**config.mk**
```make
export PLATFORM = sky130hd
export DESIGN_NAME = cia_interrupt_ctrl
export DESIGN_NICKNAME = d
export VERILOG_FILES = /design/src/rtl/cia_interrupt_ctrl_pkg.sv /design/src/rtl/cia_interrupt_ctrl_src_delay.sv /design/src/rtl/cia_interrupt_ctrl.sv
export SDC_FILE = /design/constraint.sdc
export NUM_CORES = 1
export LEC_CHECK = 0
export ABC_CLOCK_PERIOD_IN_PS = 5200
export BUFFER_PORTS_ARGS = -buffer_cell sky130_fd_sc_hd__buf_2
export CORE_MARGIN = 3
export CORE_UTILIZATION = 29
export CTS_BUF_LIST = sky130_fd_sc_hd__clkbuf_8
export DETAILED_ROUTE_END_ITERATION = 10
export GPL_TIMING_DRIVEN = 0
export PLACE_DENSITY = 0.6
export SETUP_SLACK_MARGIN = 0.1
export SLEW_MARGIN = 15
export SYNTH_ARGS = -nofsm -noshare
export SYNTH_HDL_FRONTEND = slang
export SYNTH_SLANG_ARGS = --single-unit
```
**constraint.sdc**
```tcl
create_clock -name i_clk -period 5.2 [get_ports i_clk]
set_input_delay 1.3 -clock i_clk [delete_from_list [all_inputs] [get_ports i_clk]]
set_output_delay 1.3 -clock i_clk [all_outputs]
set_load 0.01 [all_outputs]
```
**src/rtl/cia_interrupt_ctrl_pkg.sv**
```systemverilog
// ---------------------------------------------------------------------------
// cia_interrupt_ctrl_pkg
//   Shared types and constants for the CIA interrupt control register block.
//
//   model_t     : chip model selector (MOS6526 / MOS8521)
//   reg4_t      : register address type
//   reg8_t      : register data type
//   icr_src_t   : full-width (7 bit) interrupt source vector
//   latch_op_t  : {clear, set} request applied to the IR / IRQ latch
//   ICR_ADDR    : default register address of the ICR
//   lowest_set(): index of the lowest set bit of an icr_src_t (0 when none)
// ---------------------------------------------------------------------------
package cia_interrupt_ctrl_pkg;

    typedef enum logic {
        MOS6526 = 1'b0,
        MOS8521 = 1'b1
    } model_t;

    typedef logic [3:0] reg4_t;
    typedef logic [7:0] reg8_t;
    typedef logic [6:0] icr_src_t;

    // Encoding is {clr, ir_set}; the latch update decodes it directly.
    typedef enum logic [1:0] {
        OP_HOLD = 2'b00,
        OP_SET  = 2'b01,
        OP_CLR  = 2'b10,
        OP_RACE = 2'b11
    } latch_op_t;

    localparam reg4_t ICR_ADDR = 4'hD;

    // Lowest index wins; an empty vector yields 0 (qualified by a separate
    // valid bit at the use site).
    function automatic logic [2:0] lowest_set(input icr_src_t v);
        logic [2:0] id;
        logic       found;
        id    = '0;
        found = 1'b0;
        for (int unsigned i = 0; i < 7; i++) begin
            if (v[i] && !found) begin
                id    = i[2:0];
                found = 1'b1;
            end
        end
        return id;
    endfunction

endpackage

```
**src/rtl/cia_interrupt_ctrl_src_delay.sv**
```systemverilog
// ---------------------------------------------------------------------------
// cia_src_delay
//   Parametrised-depth shift register for interrupt source pulses, advanced
//   once per phi2 cycle. DEPTH = 0 degenerates to a straight wire.
//
//   i_clk  : system clock
//   i_res  : synchronous active-high reset, clears every stage
//   i_en   : shift enable (phi2 rising-edge strobe)
//   i_d    : source pulses entering the pipe
//   o_q    : pipe tail (i_d delayed by DEPTH enabled cycles)
// ---------------------------------------------------------------------------
module cia_src_delay #(
    parameter int unsigned DEPTH = 1,
    parameter int unsigned WIDTH = 5
) (
    input  logic             i_clk,
    input  logic             i_res,
    input  logic             i_en,
    input  logic [WIDTH-1:0] i_d,
    output logic [WIDTH-1:0] o_q
);

    generate
        if (DEPTH == 0) begin : g_bypass
            logic w_unused;
            assign w_unused = i_clk ^ i_res ^ i_en;
            assign o_q      = i_d;
        end else begin : g_pipe
            logic [WIDTH-1:0] r_pipe [DEPTH];

            always_ff @(posedge i_clk) begin
                if (i_res) begin
                    for (int unsigned k = 0; k < DEPTH; k++) begin
                        r_pipe[k] <= '0;
                    end
                end else if (i_en) begin
                    r_pipe[0] <= i_d;
                    for (int unsigned k = 1; k < DEPTH; k++) begin
                        r_pipe[k] <= r_pipe[k-1];
                    end
                end
            end

            assign o_q = r_pipe[DEPTH-1];
        end
    endgenerate

endmodule

```
**src/rtl/cia_interrupt_ctrl.sv**
```systemverilog
// ---------------------------------------------------------------------------
// cia_interrupt_ctrl
//   CIA interrupt control register (ICR): latches up to 7 interrupt sources
//   into flags, gates them with a set/clear-written mask, drives the /IRQ
//   pad, returns the ICR read value and reports the lowest pending source.
//
//   i_clk        : system clock
//   i_res        : synchronous active-high reset
//   i_model      : chip model (MOS6526 uses the source delay pipe)
//   i_phi2_up    : one-clk strobe at phi2 rising edge
//   i_phi2_dn    : one-clk strobe at phi2 falling edge
//   i_rd / i_we  : bus read / write cycle
//   i_addr       : register address
//   i_data       : write data (bit 7 = set/clear, bits N_SRC-1:0 = mask bits)
//   i_sources    : interrupt source pulses
//   o_regs       : ICR read value {ir, zeros, flags}
//   o_irq_n      : /IRQ pad, active low
//   o_irq_id     : lowest pending-and-enabled source index (0 when none)
//   o_irq_id_vld : any (flags & mask) bit set
// ---------------------------------------------------------------------------
module cia_interrupt_ctrl
    import cia_interrupt_ctrl_pkg::*;
#(
    parameter int unsigned N_SRC        = 5,
    parameter int unsigned DELAY_6526   = 1,
    parameter bit          LOSE_ON_READ = 1'b0,
    parameter logic [3:0]  ICR_ADDR     = cia_interrupt_ctrl_pkg::ICR_ADDR
) (
    input  logic             i_clk,
    input  logic             i_res,
    input  model_t           i_model,
    input  logic             i_phi2_up,
    input  logic             i_phi2_dn,
    input  logic             i_rd,
    input  logic             i_we,
    input  logic [3:0]       i_addr,
    input  logic [7:0]       i_data,
    input  logic [N_SRC-1:0] i_sources,
    output logic [7:0]       o_regs,
    output logic             o_irq_n,
    output logic [2:0]       o_irq_id,
    output logic             o_irq_id_vld
);

    logic             w_addr_hit;
    logic [N_SRC-1:0] w_src_tail;
    logic [N_SRC-1:0] w_src_eff;
    logic             w_clr;
    logic [N_SRC-1:0] w_flags;
    logic [N_SRC-1:0] w_pend;
    logic             w_ir_set;
    logic             w_ir;
    logic             w_irq;
    icr_src_t         w_flags_ext;
    icr_src_t         w_pend_ext;
    logic             w_unused;

    logic             r_rd_flags;
    logic [N_SRC-1:0] r_mask;
    logic [N_SRC-1:0] r_flags_q;
    logic             r_ir_q;
    logic             r_irq_q;

    // Only bit 7 and the low N_SRC data bits carry meaning.
    assign w_unused   = ^i_data;
    assign w_addr_hit = (i_addr == ICR_ADDR);

    // -----------------------------------------------------------------------
    // Source delay (6526 only). The pipe keeps running under either model so
    // a model change takes effect immediately without a flush.
    // -----------------------------------------------------------------------
    cia_src_delay #(
        .DEPTH (DELAY_6526),
        .WIDTH (N_SRC)
    ) u_src_delay (
        .i_clk (i_clk),
        .i_res (i_res),
        .i_en  (i_phi2_up),
        .i_d   (i_sources),
        .o_q   (w_src_tail)
    );

    assign w_src_eff = (i_model == MOS6526) ? w_src_tail : i_sources;

    // -----------------------------------------------------------------------
    // Read-clear strobe: one full phi2 cycle, from one phi2_dn to the next.
    // -----------------------------------------------------------------------
    always_ff @(posedge i_clk) begin
        if (i_res) begin
            r_rd_flags <= 1'b0;
        end else if (i_phi2_dn) begin
            r_rd_flags <= i_rd && w_addr_hit;
        end
    end

    assign w_clr = r_rd_flags | i_res;

    // -----------------------------------------------------------------------
    // Flags: combinational next value from the registered previous value.
    // Reset forces them clear regardless of the set/clear priority.
    // -----------------------------------------------------------------------
    always_comb begin
        w_flags = r_flags_q;
        if (i_res) begin
            w_flags = '0;
        end else if (LOSE_ON_READ) begin
            w_flags = w_clr ? '0 : (r_flags_q | w_src_eff);
        end else begin
            w_flags = w_src_eff | (w_clr ? '0 : r_flags_q);
        end
    end

    always_ff @(posedge i_clk) begin
        if (i_res) begin
            r_flags_q <= '0;
        end else begin
            r_flags_q <= w_flags;
        end
    end

    // -----------------------------------------------------------------------
    // Mask: bit 7 selects set (1) or clear (0) of the addressed bits.
    // -----------------------------------------------------------------------
    always_ff @(posedge i_clk) begin
        if (i_res) begin
            r_mask <= '0;
        end else if (i_phi2_dn && i_we && w_addr_hit) begin
            if (i_data[7]) begin
                r_mask <= r_mask | i_data[N_SRC-1:0];
            end else begin
                r_mask <= r_mask & ~i_data[N_SRC-1:0];
            end
        end
    end

    assign w_pend   = w_flags & r_mask;
    assign w_ir_set = |w_pend;

    // -----------------------------------------------------------------------
    // IR / IRQ latch. Outputs follow the current request combinationally;
    // the state only advances on phi2_up. On a coincident set and clear the
    // read value keeps IR set while the pad is released.
    // -----------------------------------------------------------------------
    always_comb begin
        w_ir  = r_ir_q;
        w_irq = r_irq_q;
        case (latch_op_t'({w_clr, w_ir_set}))
            OP_HOLD: begin
                w_ir  = r_ir_q;
                w_irq = r_irq_q;
            end
            OP_SET: begin
                w_ir  = 1'b1;
                w_irq = 1'b1;
            end
            OP_CLR: begin
                w_ir  = 1'b0;
                w_irq = 1'b0;
            end
            OP_RACE: begin
                w_ir  = 1'b1;
                w_irq = 1'b0;
            end
            default: begin
                w_ir  = r_ir_q;
                w_irq = r_irq_q;
            end
        endcase
    end

    always_ff @(posedge i_clk) begin
        if (i_res) begin
            r_ir_q  <= 1'b0;
            r_irq_q <= 1'b0;
        end else if (i_phi2_up) begin
            r_ir_q  <= w_ir;
            r_irq_q <= w_irq;
        end
    end

    // -----------------------------------------------------------------------
    // Read value and debug index, widened to the full 7-bit source field.
    // -----------------------------------------------------------------------
    always_comb begin
        w_flags_ext              = '0;
        w_flags_ext[N_SRC-1:0]   = w_flags;
        w_pend_ext               = '0;
        w_pend_ext[N_SRC-1:0]    = w_pend;
    end

    assign o_regs       = {w_ir, w_flags_ext};
    assign o_irq_n      = ~w_irq;
    assign o_irq_id     = lowest_set(w_pend_ext);
    assign o_irq_id_vld = w_ir_set;

endmodule

```
==> parameters.txt <==
Parameter                              Value

Run status
  Status    completed

Pwr
  Leak    0.5610 nW
  Largest vdd supply drop    0.08772 mV
  Power density over the cells    248.9 mW/mm2
  Total design power    0.2921 mW

Global routing
  Total GRT Usage    0.1023
  Maximum number of pins on one net before global-route repair    11
  Number of global-route vias before repair    774
  Global-route wire length before repair    3.215 mm
  Overflow left after global routing    0
  Antenna violations before repair    0

STA
  Fin crit share    0.7564
  Total setup violations reported at the end of the flow    0
  Shortest period the worst path allows    3.933 ns
  Worst Clk Skew    0.005067 ns
  Final Hold Vio Count    0
  Setup repair after global routing missed its margin    false
  Max Freq    254.2 MHz
  Max-slew violation total from the final report    0
  Total negative slack for setup checks    0 ns

Clock tree
  TritonCTS buffer count    3
  Skew-Pair Late Insertion Delay    0.25 ns
  Clock tree buffer depth    2
  CTS tree    done
  Clock slew at reported path FFs    0.07 ns
  CTS H-Tree Depth    1
  CTS Root Buffer Type    sky130_fd_sc_hd__clkbuf_8
  Number of sinks driven by the clock tree    18
  Hold_buf cts    0
  Post-cts gate resize count    0
  Count of buffers added by post-CTS timing repair for setup    0

Critical path
  Critical path launch point type    input port
  Data arrival at the endpoint of the critical path    2.63 ns
  Critical Path Source    i_model
  Worst R2R Start    r_rd_flags$_SDFFE_PP0P_
  Path type of the worst setup path    in2out
  Critical path fanouts, max    6
  Cells on worst reg2reg path    4
  Critical path endpoint category    primary output
  Critical path capture point    o_regs[7]
  CP Data Required Time    3.90 ns
  R2R setup slack    3.72 ns

Die
  Chip Height    62.24 um
  Placement row count    19
  I/O pin cnt    37
  Overall die area    0.003873 mm2
  Chip Width    62.24 um
  Core region area    0.002877 mm2
  Initial core utilization    0.3188

Yosys
  Number of enable flip-flop cells after synthesis    5
  Mapped cell area    917.1 um2
  Warning count from the yosys run    0
  Mean instance size in the synthesized netlist    9.358 um2
  Primary flip-flop cell chosen by synthesis mapping    sky130_fd_sc_hd__dfxtp_1
  Post-synth top area cell    sky130_fd_sc_hd__dfxtp_1
  Most frequent cells after synthesis    sky130_fd_sc_hd__dfxtp_1 (13), sky130_fd_sc_hd__mux2i_1 (9), sky130_fd_sc_hd__nor2_1 (9)
  Largest cells by area after synthesis    sky130_fd_sc_hd__dfxtp_1 (28%), sky130_fd_sc_hd__edfxtp_1 (16%), sky130_fd_sc_hd__mux2i_1 (9.8%)
  Post-synth top area share    0.2838
  FFs w/ async S/R, synth    0
  Sequential element share of the synthesized area    0.4475
  Post-synthesis cell count    98
  Count of state elements after synthesis    18
  Library cell with the highest instance count after synthesis    sky130_fd_sc_hd__dfxtp_1
  Count of cell types in the netlist    31

Worst hold path
  Class of the worst hold path    reg2reg

Routing
  Number of iterations in the first detailed-routing pass    4
  Wire length after detailed routing    2.044 mm
  Routed Antenna Nets    0
  Routed via count    814
  Wirelength per Cell    11.61 um
  Routed vias/inst    4.625
  Starting DRC count in detailed routing    53
  Number of remaining DRC errors    0

Placed design
  Weighted congestion at the end of routability-driven global placement    0.7743
  HPWL after detailed placement    1.626 mm
  Input/output buffers    31

Cells and area
  Synth-to-layout area growth    27.97%
  Final layout net count    159
  Proportion of layout cells with a drive suffix above 1    0.3060
  Antenna diode count    0

Flow run
  Max capacitance violation total    0
## layout make-up
class / instances / area [um2]
plain buffers: 7 / 45.04
flip-flops and latches: 18 / 410.4
clock inverters: 1 / 3.754
inverters: 6 / 22.52
multi-input cells: 68 / 442.9
well taps: 42 / 52.55
repair buffers: 31 / 155.1
clock buffers: 3 / 41.29
fillers: 291 / 1703
## routing by layer
metal / up-vias / global-route usage / part of all wire
met1: 380 / 0.1193 / 0.46
li1: 413 / - / -
met4: 0 / 0.04972 / 0.011
met3: 2 / 0.02523 / 0.054
met2: 19 / 0.1747 / 0.48
met5: - / 0 / 0
## worst max-delay path: stages
cell and delay [ns]:
sky130_fd_sc_hd__buf_6 0.10, sky130_fd_sc_hd__mux2_2 0.35, sky130_fd_sc_hd__o21ai_1 0.21, sky130_fd_sc_hd__o2111a_2 0.32, sky130_fd_sc_hd__nand3_1 0.09, sky130_fd_sc_hd__buf_4 0.13
sky130_fd_sc_hd__buf_2 0.12
## cells in the final DEF, fill, tap and decap left out, drive strengths merged
master,netlist,final
o21ai,2,2
and2,5,5
clkbuf,2,5
a21oi,7,7
buf,5,36
and4b,1,1
inv,6,6
mux2i,9,9
nand3,3,3
or2,1,1
a41oi,1,1
o21bai,1,1
nand2b,5,5
a211o,2,2
clkinv,0,1
mux2,1,1
nand4,5,5
a21o,1,1
edfxtp,5,5
nor2b,4,4
a311oi,1,1
conb,1,2
a311o,1,1
a222oi,1,1
o2111a,1,1
dfxtp,13,13
nor2,9,9
a22oi,1,1
nand2,4,4
## report_power, final
part           switching (mW)  internal [mW]  total [mW]
clock                  0.0442         0.0523      0.0966
combinational          0.0229         0.0191      0.0420
sequential            0.00199          0.152       0.154
## how the worst min path moves through the flow
stage	start	to	slack, ns	depth (start not counted)
after detailed placement	r_flags_q[4]$_SDFF_PP0_	r_flags_q[4]$_SDFF_PP0_	0.48	2
final	r_flags_q[4]$_SDFF_PP0_	r_flags_q[4]$_SDFF_PP0_	0.48	2
after CTS	r_flags_q[4]$_SDFF_PP0_	r_flags_q[4]$_SDFF_PP0_	0.49	2
after global routing	flip-flop	flip-flop	0.51	2
after global placement	r_flags_q[4]$_SDFF_PP0_	r_flags_q[4]$_SDFF_PP0_	0.46	2
after floorplan	flip-flop	flip-flop	0.46	2
## per-stage QoR
step	worst slack [ns]	hold WS, ns	util	cell area [um2]	instances
2_1_floorplan	1.474	0.4553	-	920.9	99
6_report	1.267	0.4819	0.4080	1174	176
3_3_place_gp	1.262	0.4650	0.3923	1129	172
5_1_grt	1.186	0.5127	0.4080	1174	176
4_1_cts	1.269	0.4855	0.4080	1174	176
3_5_place_dp	1.274	0.4753	0.3923	1129	172
## logic make-up after synthesis
| group | after synthesis | share of synthesized area |
|---|---|---|
| other | 1 | 0.004089 |
| DFF | 18 | 0.4475 |
| muxes | 10 | 0.1105 |
| and+or+nand+nor | 37 | 0.2169 |
| buffers and inverters | 13 | 0.07366 |
| AOI/OAI and AO/OA | 19 | 0.1473 |
Power figures use the tool's default switching activity.
